<file path="src/rtl/m_wb_ioctrl_pkg.sv">
// Shared definitions for the Wishbone I/O controller.
// Contents:
//   NSLAVE       number of I/O slaves behind the controller
//   IDXW         width of the slave index taken from the address
//   state_t      controller FSM states (IDLE/ACTIVE/DONE)
//   onehot()     slave index -> one-hot strobe vector
package m_wb_ioctrl_pkg;

    localparam int NSLAVE = 4;
    localparam int IDXW   = $clog2(NSLAVE);

    typedef enum logic [1:0] {
        ST_IDLE   = 2'b00,
        ST_ACTIVE = 2'b01,
        ST_DONE   = 2'b10
    } state_t;

    function automatic logic [NSLAVE-1:0] onehot(input logic [IDXW-1:0] idx);
        logic [NSLAVE-1:0] v;
        v      = '0;
        v[idx] = 1'b1;
        return v;
    endfunction

endpackage

</file>
<file path="src/rtl/m_wb_ioctrl_if.sv">
// Bus bundle for the Wishbone I/O controller: the core-side (m_*) port and
// the fanned-out slave-side (s_*) port.
// Modports:
//   ctrl    the controller itself
//   master  the bus master (midgetv core) driving requests
//   slave   the I/O slaves returning ACK and read data
// Handshake: a request is valid while m_CYC_I & m_STB_I are high; it is held
// until m_ACK_O pulses for one cycle and dropped in the cycle after. On the
// slave side s_STB_O (one-hot) is the valid and s_ACK_I[n] is the completion
// from slave n; s_ACK_I bits of non-selected slaves carry no meaning.
interface m_wb_ioctrl_if;
    import m_wb_ioctrl_pkg::*;

    logic                     m_CYC_I;
    logic                     m_STB_I;
    logic                     m_WE_I;
    logic [31:0]              m_ADR_I;
    logic [31:0]              m_DAT_I;
    logic [3:0]               m_SEL_I;
    logic [31:0]              m_DAT_O;
    logic                     m_ACK_O;

    logic                     s_CYC_O;
    logic [NSLAVE-1:0]        s_STB_O;
    logic                     s_WE_O;
    logic [31:0]              s_ADR_O;
    logic [31:0]              s_DAT_O;
    logic [3:0]               s_SEL_O;
    logic [NSLAVE-1:0]        s_ACK_I;
    logic [32*NSLAVE-1:0]     s_DAT_I;

    modport ctrl (
        input  m_CYC_I, m_STB_I, m_WE_I, m_ADR_I, m_DAT_I, m_SEL_I,
        output m_DAT_O, m_ACK_O,
        output s_CYC_O, s_STB_O, s_WE_O, s_ADR_O, s_DAT_O, s_SEL_O,
        input  s_ACK_I, s_DAT_I
    );

    modport master (
        output m_CYC_I, m_STB_I, m_WE_I, m_ADR_I, m_DAT_I, m_SEL_I,
        input  m_DAT_O, m_ACK_O
    );

    modport slave (
        input  s_CYC_O, s_STB_O, s_WE_O, s_ADR_O, s_DAT_O, s_SEL_O,
        output s_ACK_I, s_DAT_I
    );

endinterface

</file>
<file path="src/rtl/m_wb_timeout.sv">
// Bus timeout counter.
// Ports:
//   CLK_I, RST_I  clock, asynchronous active-low reset
//   clr           zero the counter (wins over en)
//   en            count up one per cycle
//   tc            high while the counter sits at its terminal value
// The terminal value is 2^TOWIDTH-2: the counter is cleared on entry to the
// wait, so tc is reached in the (2^TOWIDTH-1)-th waiting cycle.
module m_wb_timeout #(
    parameter int TOWIDTH = 4
) (
    input  logic CLK_I,
    input  logic RST_I,
    input  logic clr,
    input  logic en,
    output logic tc
);

    localparam logic [TOWIDTH-1:0] TC_VAL = TOWIDTH'((2 ** TOWIDTH) - 2);

    logic [TOWIDTH-1:0] cnt;

    always_ff @(posedge CLK_I or negedge RST_I) begin
        if (!RST_I) begin
            cnt <= '0;
        end else if (clr) begin
            cnt <= '0;
        end else if (en) begin
            cnt <= cnt + TOWIDTH'(1);
        end
    end

    assign tc = (cnt == TC_VAL);

endmodule

</file>
<file path="src/rtl/m_wb_ioctrl.sv">
// Wishbone I/O controller between the core's bus master port and up to four
// I/O slaves. Decodes the slave index from the address, latches the request,
// strobes the chosen slave and returns a one-cycle master ACK. Slaves flagged
// in FIXEDACK are acknowledged after one wait state; the others must raise
// their own ACK before the timeout, else the cycle ends with zero read data
// and a bus-error pulse.
// Ports:
//   CLK_I, RST_I  clock, asynchronous active-low reset
//   bus           core-side and slave-side Wishbone signals (ctrl modport)
//   buserr_O      one-cycle pulse on a timed-out access (same cycle as ACK)
//   errcnt_O      saturating count of timed-out accesses
//   dbg_state     current FSM state
module m_wb_ioctrl
    import m_wb_ioctrl_pkg::*;
#(
    parameter int                DECODEBIT = 28,
    parameter logic [NSLAVE-1:0] FIXEDACK  = 4'b0011,
    parameter int                TOWIDTH   = 4
) (
    input  logic              CLK_I,
    input  logic              RST_I,
    m_wb_ioctrl_if.ctrl       bus,
    output logic              buserr_O,
    output logic [7:0]        errcnt_O,
    output state_t            dbg_state
);

    state_t            state;
    logic [IDXW-1:0]   idx;
    logic [IDXW-1:0]   req_idx;
    logic              accept;
    logic              to_tc;
    logic              sel_ack;
    logic              sel_fixed;
    logic [31:0]       sel_dat;

    assign req_idx   = bus.m_ADR_I[DECODEBIT+1:DECODEBIT];
    assign accept    = (state == ST_IDLE) && bus.m_CYC_I && bus.m_STB_I;
    assign sel_ack   = bus.s_ACK_I[idx];
    assign sel_fixed = FIXEDACK[idx];
    assign sel_dat   = bus.s_DAT_I[32*idx +: 32];
    assign dbg_state = state;

    m_wb_timeout #(
        .TOWIDTH (TOWIDTH)
    ) u_timeout (
        .CLK_I (CLK_I),
        .RST_I (RST_I),
        .clr   (accept),
        .en    (state == ST_ACTIVE),
        .tc    (to_tc)
    );

    always_ff @(posedge CLK_I or negedge RST_I) begin
        if (!RST_I) begin
            state       <= ST_IDLE;
            idx         <= '0;
            bus.m_DAT_O <= '0;
            bus.m_ACK_O <= 1'b0;
            bus.s_CYC_O <= 1'b0;
            bus.s_STB_O <= '0;
            bus.s_WE_O  <= 1'b0;
            bus.s_ADR_O <= '0;
            bus.s_DAT_O <= '0;
            bus.s_SEL_O <= '0;
            buserr_O    <= 1'b0;
            errcnt_O    <= '0;
        end else begin
            // ACK and error are single-cycle pulses unless re-raised below.
            bus.m_ACK_O <= 1'b0;
            buserr_O    <= 1'b0;
            unique case (state)
                ST_IDLE: begin
                    if (accept) begin
                        idx         <= req_idx;
                        bus.s_WE_O  <= bus.m_WE_I;
                        bus.s_ADR_O <= bus.m_ADR_I;
                        bus.s_DAT_O <= bus.m_DAT_I;
                        bus.s_SEL_O <= bus.m_SEL_I;
                        bus.s_CYC_O <= 1'b1;
                        bus.s_STB_O <= onehot(req_idx);
                        state       <= ST_ACTIVE;
                    end
                end
                ST_ACTIVE: begin
                    // Priority: abort, then completion, then timeout, so an
                    // ACK on the terminal-count cycle still completes cleanly.
                    if (!bus.m_CYC_I) begin
                        bus.s_CYC_O <= 1'b0;
                        bus.s_STB_O <= '0;
                        state       <= ST_IDLE;
                    end else if (sel_fixed || sel_ack) begin
                        if (!bus.s_WE_O) begin
                            bus.m_DAT_O <= sel_dat;
                        end
                        bus.m_ACK_O <= 1'b1;
                        bus.s_CYC_O <= 1'b0;
                        bus.s_STB_O <= '0;
                        state       <= ST_DONE;
                    end else if (to_tc) begin
                        bus.m_DAT_O <= '0;
                        bus.m_ACK_O <= 1'b1;
                        buserr_O    <= 1'b1;
                        if (errcnt_O != 8'hFF) begin
                            errcnt_O <= errcnt_O + 8'd1;
                        end
                        bus.s_CYC_O <= 1'b0;
                        bus.s_STB_O <= '0;
                        state       <= ST_DONE;
                    end
                end
                ST_DONE: begin
                    state <= ST_IDLE;
                end
                default: begin
                    state <= ST_IDLE;
                end
            endcase
        end
    end

endmodule

</file>
<file path="src/flat_wrapper.sv">
// flat-port wrapper written by rule: the top's interface ports become plain ports
module m_wb_ioctrl_flat import m_wb_ioctrl_pkg::*;
#(
    parameter int                DECODEBIT = 28,
    parameter logic [NSLAVE-1:0] FIXEDACK  = 4'b0011,
    parameter int                TOWIDTH   = 4
)
  (CLK_I, RST_I, buserr_O, errcnt_O, dbg_state, bus_m_CYC_I, bus_m_STB_I, bus_m_WE_I, bus_m_ADR_I, bus_m_DAT_I, bus_m_SEL_I, bus_m_DAT_O, bus_m_ACK_O, bus_s_CYC_O, bus_s_STB_O, bus_s_WE_O, bus_s_ADR_O, bus_s_DAT_O, bus_s_SEL_O, bus_s_ACK_I, bus_s_DAT_I);
  m_wb_ioctrl_if bus_i ();
  input  logic CLK_I;
  input  logic RST_I;
  output logic buserr_O;
  output logic [7:0] errcnt_O;
  output state_t dbg_state;
  input wire logic [$bits(bus_i.m_CYC_I)-1:0] bus_m_CYC_I;
  input wire logic [$bits(bus_i.m_STB_I)-1:0] bus_m_STB_I;
  input wire logic [$bits(bus_i.m_WE_I)-1:0] bus_m_WE_I;
  input wire logic [$bits(bus_i.m_ADR_I)-1:0] bus_m_ADR_I;
  input wire logic [$bits(bus_i.m_DAT_I)-1:0] bus_m_DAT_I;
  input wire logic [$bits(bus_i.m_SEL_I)-1:0] bus_m_SEL_I;
  output wire logic [$bits(bus_i.m_DAT_O)-1:0] bus_m_DAT_O;
  output wire logic [$bits(bus_i.m_ACK_O)-1:0] bus_m_ACK_O;
  output wire logic [$bits(bus_i.s_CYC_O)-1:0] bus_s_CYC_O;
  output wire logic [$bits(bus_i.s_STB_O)-1:0] bus_s_STB_O;
  output wire logic [$bits(bus_i.s_WE_O)-1:0] bus_s_WE_O;
  output wire logic [$bits(bus_i.s_ADR_O)-1:0] bus_s_ADR_O;
  output wire logic [$bits(bus_i.s_DAT_O)-1:0] bus_s_DAT_O;
  output wire logic [$bits(bus_i.s_SEL_O)-1:0] bus_s_SEL_O;
  input wire logic [$bits(bus_i.s_ACK_I)-1:0] bus_s_ACK_I;
  input wire logic [$bits(bus_i.s_DAT_I)-1:0] bus_s_DAT_I;
  assign bus_i.m_CYC_I = bus_m_CYC_I;
  assign bus_i.m_STB_I = bus_m_STB_I;
  assign bus_i.m_WE_I = bus_m_WE_I;
  assign bus_i.m_ADR_I = bus_m_ADR_I;
  assign bus_i.m_DAT_I = bus_m_DAT_I;
  assign bus_i.m_SEL_I = bus_m_SEL_I;
  assign bus_m_DAT_O = bus_i.m_DAT_O;
  assign bus_m_ACK_O = bus_i.m_ACK_O;
  assign bus_s_CYC_O = bus_i.s_CYC_O;
  assign bus_s_STB_O = bus_i.s_STB_O;
  assign bus_s_WE_O = bus_i.s_WE_O;
  assign bus_s_ADR_O = bus_i.s_ADR_O;
  assign bus_s_DAT_O = bus_i.s_DAT_O;
  assign bus_s_SEL_O = bus_i.s_SEL_O;
  assign bus_i.s_ACK_I = bus_s_ACK_I;
  assign bus_i.s_DAT_I = bus_s_DAT_I;
  m_wb_ioctrl #(.DECODEBIT(DECODEBIT), .FIXEDACK(FIXEDACK), .TOWIDTH(TOWIDTH)) u_core (.CLK_I(CLK_I), .RST_I(RST_I), .bus(bus_i), .buserr_O(buserr_O), .errcnt_O(errcnt_O), .dbg_state(dbg_state));
endmodule
</file>
<file path="config.mk">
export PLATFORM = sky130hd
export DESIGN_NAME = m_wb_ioctrl_flat
export DESIGN_NICKNAME = d
export VERILOG_FILES = /design/src/rtl/m_wb_ioctrl_pkg.sv /design/src/rtl/m_wb_ioctrl_if.sv /design/src/rtl/m_wb_timeout.sv /design/src/rtl/m_wb_ioctrl.sv /design/src/flat_wrapper.sv
export SDC_FILE = /design/constraint.sdc
export NUM_CORES = 1
export LEC_CHECK = 0
export ABC_AREA = 1
export BUFFER_PORTS_ARGS = -buffer_cell sky130_fd_sc_hd__buf_4
export CORE_AREA = 4 4 124 126
export CTS_BUF_LIST = sky130_fd_sc_hd__clkbuf_2
export DETAILED_ROUTE_END_ITERATION = 7
export DIE_AREA = 0 0 128 130
export PLACE_DENSITY = 0.88
export SYNTH_ARGS = -nofsm -noshare
export SYNTH_HDL_FRONTEND = slang
export SYNTH_SLANG_ARGS = --single-unit
export TNS_END_PERCENT = 10
</file>
<file path="constraint.sdc">
create_clock -name CLK_I -period 1.6 [get_ports CLK_I]
set_input_delay 0.16 -clock CLK_I [delete_from_list [all_inputs] [get_ports CLK_I]]
set_output_delay 0.16 -clock CLK_I [all_outputs]
set_load 0.005 [all_outputs]
</file>
==> reports/results.tsv, run 1 <==
metric	value	unit
status	finished with violations	
violations	setup timing	
fmax	619	MHz
port_buffers	320	
track_usage	35.7	%
vias	8655	
insertion_delay	0.66	ns
switching_share	36.6	%
wl_per_cell	18.6	microns
endpoint_kind	primary output	
dpl.hpwl	15100	microns
cts_tree	done	
rows	44	
synth_nets	1116	
coreArea	14300	sq um
power.density	1030	nW/um^2
drcViolationCount	0	
tightest_slew	0.463	ns
ys_seq_elements	122	
fin_util	81.1	%
relSlewSlack	69.1	%
power_frac_comb	41.9	%
synthCells	908	
finalSetupViolations	1	
detail-route-antenna-nets	0	
grt_max_degree	54	
clkTransAtPathRegs	0.23	ns
routed_wl	30600	microns
layout_commonest_cell	nand2_1	
grt_pass1_wl	46400	microns
grt_pass1_vias	9051	
crit_chain	buf_6 -> buf_12 -> buf_6	
setup_slack	-0.0156	ns
place_congestion	0.858	
crit_type	flip-flop to primary output	
switchingPower	4.37	mW
drtPass1Iterations	7	
min_period	1.62	ns
die_h	130	microns
leakage	6.54	nW
seqPwrFrac	36.9	%
overflow	0	
startpoint_type	flip-flop	
die_area	16600	sq um
htreeDepth	4	
area_delta_synth_final	86.2	%
power_frac_clock	21.3	%
worstPathArrival	1.46	ns
min_path_type	input port to flip-flop	
rsz0062_at_grt	true	
root_buffer	clkbuf_2	
clock-sinks	122	
maxCapViolCount	0	
period_share	101	%
start_util	43.5	%
final_nets	1646	
crit_top_cell	buf_6	
max-vdd-ir-drop	870	uV
cp_max_fo	2	
hold_viol_final	0	
skew	0.0337	ns
antenna_found_initial	2	
slew_viol_final	0	
cpPeakStageDelay	0.45	ns
most-common-layout-cells	544 x nand2_1, 332 x buf_4, 203 x dlygate4sd3_1, 117 x dfrtp_1, 81 x inv_1	
ios	323	
yosysSeqAreaShare	49.0	%
p_int	7.57	mW
drive_above_1_share	28.4	%
cts_buffers	17	
yosys_warnings	0	
clock_path_buffers	2	
drt_iter0_drc	824	
slowest_stage	dfrtp_2	
crit_required	1.44	ns
syn_area_per_cell	6.86	sq um
final_cells	1640	
netlist_area	6230	sq um
die_w	128	microns
vias_per_cell	5.28	
yosys.cell_types.count	20	
dp_cells	1386	
-- state kept, by name, summed over array words and instances, names as in the netlist --
register / flops
u_core.bus.m_ACK_O: 1
u_core.buserr_O: 1
u_core.bus.s_SEL_O: 4
u_core.bus.s_ADR_O: 31
u_core.bus.m_DAT_O: 32
u_core.bus.s_CYC_O: 1
u_core.bus.s_DAT_O: 32
u_core.idx: 1
u_core.dbg_state: 2
u_core.bus.s_STB_O: 4
u_core.errcnt_O: 8
u_core.bus.s_WE_O: 1
u_core.u_timeout.cnt: 4
-- repair_timing --
| action | in CTS | in global routing |
|---|---|---|
| pin swaps | 0 | 6 |
| setup endpoints to repair | 2 | 50 |
| gates cloned | 2 | 3 |
| resized for setup | 8 | 32 |
| hold buffers | 204 | 0 |
| hold endpoints to repair | 240 | 0 |
| setup buffers | 6 | 3 |
-- critical path: cells and delay by family, from the launching register on --
| family | cells | cell delay, ns |
|---|---|---|
| flops | 1 | 0.45 |
| buf+inv | 3 | 0.34 |
-- cell families after synthesis --
family	Yosys count	synth area share [%]
flip-flops	122	49.0
adder cells (fa/ha/maj)	3	0.602
buffers and inverters	131	8.67
XOR/XNOR	4	0.562
AND/OR/NAND/NOR	606	37.8
AO/OA/AOI/OAI	42	3.39
-- final timing paths --
check / start / endpoint / slack (ns) / cells past startpoint
min in group asynchronous: RST_I / u_core.bus.s_SEL_O[3] / 0.57 / 4
hold / removal: bus_m_DAT_I[22] / u_core.bus.s_DAT_O[22] / 0.19 / 4
max in group asynchronous: RST_I / u_core.bus.s_ADR_O[15] / 0.73 / 4
setup / recovery: u_core.idx[0] / bus_s_ADR_O[28] / -0.02 / 3
setup reg to reg: u_core.u_timeout.cnt[0] / u_core.bus.m_DAT_O[4] / 0.02 / 9
hold reg to reg: u_core.bus.s_DAT_O[20] / u_core.bus.s_DAT_O[20] / 0.51 / 2
-- power by group through the flow --
| stage | Combinational (mW) | Sequential [mW] | Clock [mW] |
|---|---|---|---|
| 2_1_floorplan | 1.68 | 4.36 | 0 |
| 3_3_place_gp | 3.82 | 4.36 | 0 |
| 3_5_place_dp | 3.93 | 4.36 | 0 |
| 4_1_cts | 4.53 | 4.32 | 2.60 |
| 5_1_grt | 5.35 | 4.46 | 2.74 |
| 6_report | 5.00 | 4.40 | 2.54 |
-- cell type report --
class / count / area [sq um]
diodes: 5 / 12.5
clock buffers: 17 / 85.1
clock inverters: 15 / 239
fillers: 757 / 2710
inverters: 86 / 328
multi-input cells: 655 / 2730
flip-flops and latches: 122 / 3060
well taps: 184 / 230
repair buffers: 556 / 4920
-- metrics by stage --
step           area (sq um)  power, mW  TNS (ns)  setup slack (ns)  hold WS, ns
3_3_place_gp           8890       8.18         0             0.143        0.131
5_1_grt               11600       12.6    -0.973            -0.120        0.137
2_1_floorplan          6230       6.04         0             0.273       -0.136
6_report              11600       11.9   -0.0156           -0.0156        0.195
4_1_cts               11400       11.4   -0.0250           -0.0154        0.124
3_5_place_dp           8890       8.29         0            0.0625        0.137
-- synthesized netlist by cell type --
library cell | n | share of area, %
buf_2 | 18 | 1.4
clkbuf_1 | 15 | 0.90
xnor2_1 | 1 | 0.14
ha_1 | 3 | 0.60
dfrtp_1 | 122 | 49
nor2_2 | 1 | 0.10
nand3_1 | 42 | 3.4
nand4_1 | 3 | 0.30
inv_1 | 82 | 4.9
o22ai_1 | 1 | 0.10
buf_4 | 7 | 0.84
o21ai_0 | 6 | 0.48
a21oi_1 | 35 | 2.8
nor2_1 | 8 | 0.48
nor3_1 | 1 | 0.080
xor2_1 | 3 | 0.42
nor2_4 | 2 | 0.36
nand2_1 | 549 | 33
inv_2 | 4 | 0.24
buf_1 | 5 | 0.30
-- per-layer routing --
metal	global-route usage (%)	share of wire [%]	up-vias	routed length, microns
met5	0	0	-	0
met4	25.1	7.4	0	2250
met3	11.4	11	200	3480
met2	59.6	48	711	14600
met1	38.4	33	3962	10200
li1	-	-	3782	-
(Power assumes the default switching activity.)
==> run 2: changes to the inputs <==
--- a/config.mk
+++ b/config.mk
@@ -5,13 +5,11 @@
 export SDC_FILE = /design/constraint.sdc
 export NUM_CORES = 1
 export LEC_CHECK = 0
-export ABC_AREA = 1
 export BUFFER_PORTS_ARGS = -buffer_cell sky130_fd_sc_hd__buf_4
-export CORE_AREA = 4 4 124 126
-export CTS_BUF_LIST = sky130_fd_sc_hd__clkbuf_2
+export CORE_AREA = 4 4 125 127
 export DETAILED_ROUTE_END_ITERATION = 7
-export DIE_AREA = 0 0 128 130
-export PLACE_DENSITY = 0.88
+export DIE_AREA = 0 0 129 131
+export PLACE_DENSITY = 0.83
 export SYNTH_ARGS = -nofsm -noshare
 export SYNTH_HDL_FRONTEND = slang
 export SYNTH_SLANG_ARGS = --single-unit
==> reports/results.tsv, run 2 <==
metric	value	unit	change
synth_adder_area_share	0.659	%	was 0.602%
switchingPower	3.46	mW	was 4.37 mW
power_frac_clock	32.5	%	was 21.3%
yosysSeqAreaShare	53.6	%	was 49.0%
whs	0.0418	ns	was 0.195 ns
max-vdd-ir-drop	1150	uV	was 870 uV
syn_area_per_cell	10.8	sq um	was 6.86 sq um
wl_met1	7790	microns	was 10200 microns
power.density	1230	nW/um^2	was 1030 nW/um^2
ys_top_cells_by_area	dfrtp_1 54%, nand2_1 14%, mux4_2 13%		was dfrtp_1 49%, nand2_1 33%, inv_1 4.9%
design_area	9910	sq um	was 11600 sq um
synth_nets	733		was 1116
die_area	16900	sq um	was 16600 sq um
crit_chain	buf_6 -> clkbuf_16 -> mux4_2 -> nor3b_1 -> a21o_1		was buf_6 -> buf_12 -> buf_6
place_ws	-0.0693	ns	was 0.0625 ns
fin_util	68.7	%	was 81.1%
grt_pass1_wl	32900	microns	was 46400 microns
antenna_found_initial	0		was 2
rsz0062_at_grt	true		unchanged
yosys-top-cells-count	211 x nand2_1, 122 x dfrtp_1, 34 x a21o_1		was 549 x nand2_1, 122 x dfrtp_1, 82 x inv_1
netlist_area	5700	sq um	was 6230 sq um
maxCapViolCount	0		unchanged
fillers	1016		was 757
violations	setup timing		unchanged
cpPeakStageDelay	0.50	ns	was 0.45 ns
slowest_stage	mux4_2		was dfrtp_2
insertion_delay	0.41	ns	was 0.66 ns
drt_iter0_drc	315		was 824
place_congestion	0.824		was 0.858
grt_pass1_vias	6119		was 9051
endpoint_kind	flip-flop		was primary output
yosys_warnings	0		unchanged
synth_top_area_share	53.6	%	was 49.0%
hold_viol_final	0		unchanged
switching_share	28.4	%	was 36.6%
final_nets	1138		was 1646
leakage	5.23	nW	was 6.54 nW
overflow	0		unchanged
topRoutingLayerUsed	met4		unchanged
dpl.hpwl	14300	microns	was 15100 microns
yosysMostFrequentCell	nand2_1		unchanged
synth_top_family_by_area	simple AND/OR/NAND/NOR gates		unchanged
finalSetupViolations	18		was 1
cts_buffers	17		unchanged
top_regs	u_core.bus.m_DAT_O (32), u_core.bus.s_DAT_O (32), u_core.bus.s_ADR_O (31)		unchanged
cp_max_fo	7		was 2
wl_per_cell	19.5	microns	was 18.6 microns
reg2reg_depth	5		was 9
slew_viol_final	0		unchanged
start_util	39.5	%	was 43.5%
track_usage	25.5	%	was 35.7%
ios	323		unchanged
drive_above_1_share	45.8	%	was 28.4%
wl_met3	2010	microns	was 3480 microns
min_path_type	input port to flip-flop		unchanged
synthCells	525		was 908
synth_xor_area_share	1.54	%	was 0.562%
drtPass1Iterations	5		was 7
worstPathArrival	1.92	ns	was 1.46 ns
drcViolationCount	0		unchanged
timing.critical_path.max_delay_family	multiplexers		was flip-flops
dpl_cell_area	8450	sq um	was 8890 sq um
clock-sinks	122		unchanged
wl_met2	11600	microns	was 14600 microns
vias_per_cell	5.09		was 5.28
relSlewSlack	72.8	%	was 69.1%
detail-route-antenna-nets	0		unchanged
crit_type	flip-flop to flip-flop		was flip-flop to primary output
synth-compound-area-share	5.67	%	was 3.39%
yosys.cell_types.count	35		was 20
synth_edf_count	0		unchanged
clkTransAtPathRegs	0.06	ns	was 0.23 ns
tightest_slew	0.408	ns	was 0.463 ns
power_frac_comb	31.6	%	was 41.9%
holdPathStages	3		was 4
most-common-layout-cells	337 x buf_4, 210 x nand2_1, 121 x dfrtp_1, 69 x dlygate4sd3_1, 34 x a21o_1		was 544 x nand2_1, 332 x buf_4, 203 x dlygate4sd3_1, 117 x dfrtp_1, 81 x inv_1
die_w	129	microns	was 128 microns
p_int	8.75	mW	was 7.57 mW
ys_async_sr_fraction	100	%	unchanged
synthSimpleGateAreaFrac	21.7	%	was 37.8%
yosys_most_used_dff	dfrtp_1		unchanged
seqPwrFrac	35.9	%	was 36.9%
skew	0.00888	ns	was 0.0337 ns
port_buffers	320		unchanged
ys_seq_elements	122		unchanged
root_buffer	clkbuf_16		was clkbuf_2
htreeDepth	4		unchanged
startpoint_type	flip-flop		unchanged
clock_path_buffers	2		unchanged
rows	44		unchanged
synthMuxAreaShare	13.2	%	was 0%
grt_max_degree	74		was 54
antenna_cells	0		was 5
cp_num_buf_inv	2		was 3
cts_tree	done		unchanged
cp.depth	5		was 3
coreArea	14400	sq um	was 14300 sq um
crit_required	1.90	ns	was 1.44 ns
area_delta_synth_final	73.9	%	was 86.2%
setup_slack	-0.0243	ns	was -0.0156 ns
rrSetupSlack	-0.02	ns	was 0.02 ns
status	finished with violations		unchanged
synth_top_area_cell	dfrtp_1		unchanged
die_h	131	microns	was 130 microns
vias	5731		was 8655
min_period	1.62	ns	about the same
period_share	102	%	was 101%
fmax	616	MHz	was 619 MHz
routed_wl	22000	microns	was 30600 microns
layout_commonest_cell	buf_4		was nand2_1
run 2: layer usage:
metal  up-vias  global-route usage (%)
met1      2801                    28.3
met3        44                    8.54
li1       2590                       -
met5         -                       0
met2       296                    45.0
met4         0                    10.4
run 2: worst min-delay path, cell delays in order:
cell and delay [ns]:
buf_4 0.11, nand2_1 0.07, o21ai_0 0.07
run 2: cells by family (layout without fill, tap and decap cells):
logic type,count (synthesis),after routing
muxes,35,35
DFF,122,122
adders and majority gates,3,3
xor gates and xnor gates,10,10
AOI/OAI and AO/OA,42,43
buffers and inverters,40,457
and+or+nand+nor,273,273
run 2: power groups by stage:
| stage | clock, mW | combinational (mW) | sequential (mW) |
|---|---|---|---|
| CTS | 4.02 | 3.76 | 4.36 |
| detailed placement | 0 | 3.54 | 4.40 |
| floorplan | 0 | 1.40 | 4.40 |
| finish | 3.97 | 3.86 | 4.39 |
| global placement | 0 | 3.44 | 4.36 |
| global route | 4.20 | 4.16 | 4.48 |
run 2: repair_timing:
item                                    CTS  global route
endpoints found under the setup margin   36            40
gates resized for setup                   7             6
hold buffers                             69             0
buffers inserted                          3             0
pin swaps                                 3             4
endpoints found under the hold margin   190             0
gates cloned                              2             2
run 2: metrics by stage:
| stage | std cells | TNS, ns | power, mW |
|---|---|---|---|
| detailed placement | 1019 | -1.77 | 7.93 |
| floorplan | 525 | -0.124 | 5.80 |
| global route | 1127 | -2.19 | 12.8 |
| global placement | 1019 | -0.819 | 7.80 |
| CTS | 1125 | -1.13 | 12.1 |
| finish | 1127 | -0.219 | 12.2 |
run 2: path summary, 6_finish.rpt:
| check | from | end |
|---|---|---|
| worst max register to register | u_core.idx[0] | u_core.bus.m_DAT_O[3] |
| worst min register to register | u_core.bus.s_ADR_O[7] | u_core.bus.s_ADR_O[7] |
| worst min-delay path | bus_m_ADR_I[29] | u_core.bus.s_ADR_O[29] |
| max in group asynchronous | RST_I | u_core.bus.s_ADR_O[27] |
| min in group asynchronous | RST_I | u_core.bus.m_DAT_O[18] |
| worst max-delay path | u_core.idx[0] | u_core.bus.m_DAT_O[3] |
run 2: layout make-up:
class	instances	area, sq um	area share, %
multi-input cells	364	2490	25.2
inverters	4	15.0	0.152
well taps	184	230	2.32
clock buffers	19	443	4.47
repair buffers	421	3500	35.4
flip-flops and latches	122	3050	30.8
clock inverters	13	168	1.69
==> run 3: changes to the inputs <==
--- a/config.mk
+++ b/config.mk
@@ -7,10 +7,11 @@
 export LEC_CHECK = 0
 export BUFFER_PORTS_ARGS = -buffer_cell sky130_fd_sc_hd__buf_4
 export CORE_AREA = 4 4 125 127
+export CTS_CLUSTER_DIAMETER = 120
 export DETAILED_ROUTE_END_ITERATION = 7
 export DIE_AREA = 0 0 129 131
 export PLACE_DENSITY = 0.83
 export SYNTH_ARGS = -nofsm -noshare
 export SYNTH_HDL_FRONTEND = slang
 export SYNTH_SLANG_ARGS = --single-unit
-export TNS_END_PERCENT = 10
+export TNS_END_PERCENT = 100
==> reports/results.tsv, run 3 (same netlist as run 2, synthesis figures left out) <==
metric	value	unit	change
status	finished with violations		unchanged
violations	setup timing		unchanged
layout_commonest_cell	buf_4		unchanged
clock_path_buffers	2		unchanged
drive_above_1_share	46.5	%	was 45.8%
rsz0062_at_grt	true		unchanged
endpoint_kind	flip-flop		unchanged
drtPass1Iterations	5		unchanged
die_area	16900	sq um	unchanged
relSlewSlack	73.6	%	was 72.8%
tightest_slew	0.395	ns	was 0.408 ns
dpl.hpwl	14300	microns	unchanged
coreArea	14400	sq um	unchanged
clkTransAtPathRegs	0.06	ns	about the same
fmax	615	MHz	was 616 MHz
period_share	102	%	about the same
routed_wl	22000	microns	about the same
cp_max_fo	7		unchanged
min_period	1.62	ns	about the same
die_h	131	microns	unchanged
fillers	1012		was 1016
final_nets	1141		was 1138
power_frac_comb	31.9	%	was 31.6%
area_delta_synth_final	75.4	%	was 73.9%
insertion_delay	0.41	ns	about the same
setup_slack	-0.0249	ns	was -0.0243 ns
vias	5776		was 5731
grt_pass1_vias	6140		was 6119
leakage	5.26	nW	was 5.23 nW
max-vdd-ir-drop	1140	uV	was 1150 uV
most-common-layout-cells	341 x buf_4, 210 x nand2_1, 121 x dfrtp_1, 69 x dlygate4sd3_1, 34 x a21o_1		was 337 x buf_4, 210 x nand2_1, 121 x dfrtp_1, 69 x dlygate4sd3_1, 34 x a21o_1
seqPwrFrac	35.8	%	was 35.9%
detail-route-antenna-nets	0		unchanged
root_buffer	clkbuf_16		unchanged
track_usage	25.8	%	was 25.5%
hp-start	bus_m_ADR_I[29]		unchanged
crit_chain	buf_4 -> buf_12 -> mux4_2 -> nor3b_1 -> a21o_1		was buf_6 -> clkbuf_16 -> mux4_2 -> nor3b_1 -> a21o_1
ios	323		unchanged
p_int	8.78	mW	was 8.75 mW
switchingPower	3.48	mW	was 3.46 mW
hold_viol_final	0		unchanged
rows	44		unchanged
fin_util	69.2	%	was 68.7%
slowest_stage	mux4_2		unchanged
wl_per_cell	19.5	microns	about the same
grt_max_degree	74		unchanged
switching_share	28.4	%	about the same
grt_pass1_wl	33100	microns	was 32900 microns
top_regs	u_core.bus.m_DAT_O (32), u_core.bus.s_DAT_O (32), u_core.bus.s_ADR_O (31)		unchanged
start_util	39.5	%	unchanged
crit_path_start	u_core.idx[0]		unchanged
vias_per_cell	5.11		was 5.09
worstPathArrival	1.92	ns	about the same
slew_viol_final	0		unchanged
power	12.3	mW	was 12.2 mW
cts_buffers	17		unchanged
clock-sinks	122		unchanged
startpoint_type	flip-flop		unchanged
worstReg2RegStart	u_core.idx[0]		unchanged
maxCapViolCount	0		unchanged
crit_required	1.89	ns	was 1.90 ns
crit_type	flip-flop to flip-flop		unchanged
ff_latch_area	3050	sq um	unchanged
finalSetupViolations	23		was 18
cts_tree	done		unchanged
overflow	0		unchanged
skew	0.00791	ns	was 0.00888 ns
antenna_found_initial	0		unchanged
whs	0.0436	ns	was 0.0418 ns
design_area	9990	sq um	was 9910 sq um
port_buffers	320		unchanged
die_w	129	microns	unchanged
place_congestion	0.824		unchanged
power_frac_clock	32.2	%	was 32.5%
dpl_cell_area	8450	sq um	unchanged
antenna_cells	0		unchanged
drt_iter0_drc	281		was 315
cpPeakStageDelay	0.51	ns	was 0.50 ns
htreeDepth	4		unchanged
multi_input_area	2550	sq um	was 2490 sq um
drcViolationCount	0		unchanged
place_ws	-0.0693	ns	unchanged
min_path_type	input port to flip-flop		unchanged
power.density	1230	nW/um^2	about the same
run 3: cell count changes in the layout (fill, tap and decap cells not counted), sizes merged:
cell,before,now
buf,350,355
clkbuf,21,19
run 3: layout make-up:
type                       count  area share, %
tap                          184           2.30
clock inverter                13           1.68
clock buffer                  19           4.43
timing repair buffer         424           35.4
inverter                       4          0.150
sequential                   122           30.6
multi-input combinational    364           25.5
run 3: metrics by stage:
stage / TNS (ns) / std cells
2_1_floorplan: -0.124 / 525
3_3_place_gp: -0.819 / 1019
3_5_place_dp: -1.77 / 1019
4_1_cts: -0.462 / 1129
5_1_grt: -2.50 / 1130
6_report: -0.192 / 1130
run 3: repair_timing:
action | 4_1_cts | 5_1_grt
pin swaps | 1 | 6
cloned | 5 | 0
endpoints found under the setup margin | 36 | 42
resized for setup | 11 | 15
hold buffers | 69 | 0
setup buffers | 4 | 1
hold endpoints to repair | 190 | 0
run 3: critical path, delay by kind of cell, from the launching register on:
kind | cells | cell delay [ns]
flops | 1 | 0.38
simple gates | 1 | 0.15
mux | 1 | 0.51
buf+inv | 2 | 0.31
compound gates | 1 | 0.16
run 3: worst paths after layout:
check / endpoint / slack, ns / cells after the start
max: u_core.bus.m_DAT_O[0] / -0.02 / 5
min: u_core.bus.s_ADR_O[29] / 0.04 / 3
max reg2reg: u_core.bus.m_DAT_O[0] / -0.02 / 5
min reg2reg: u_core.bus.s_ADR_O[7] / 0.48 / 2
max in group asynchronous: u_core.bus.s_ADR_O[27] / 0.92 / 3
min in group asynchronous: u_core.bus.m_DAT_O[20] / 0.31 / 3
run 3: power groups by stage:
| stage | Sequential [mW] | Combinational, mW | Clock, mW |
|---|---|---|---|
| floorplan | 4.40 | 1.40 | 0 |
| global placement | 4.36 | 3.44 | 0 |
| detailed placement | 4.40 | 3.54 | 0 |
| CTS | 4.35 | 3.86 | 4.02 |
| global route | 4.48 | 4.23 | 4.20 |
| finish | 4.39 | 3.92 | 3.96 |
run 3: routing by layer:
| metal | wire, microns | track usage [%] |
|---|---|---|
| met2 | 11700 | 46.0 |
| met1 | 7700 | 28.5 |
| met4 | 661 | 10.3 |
| met3 | 2040 | 8.50 |
| met5 | 0 | 0 |
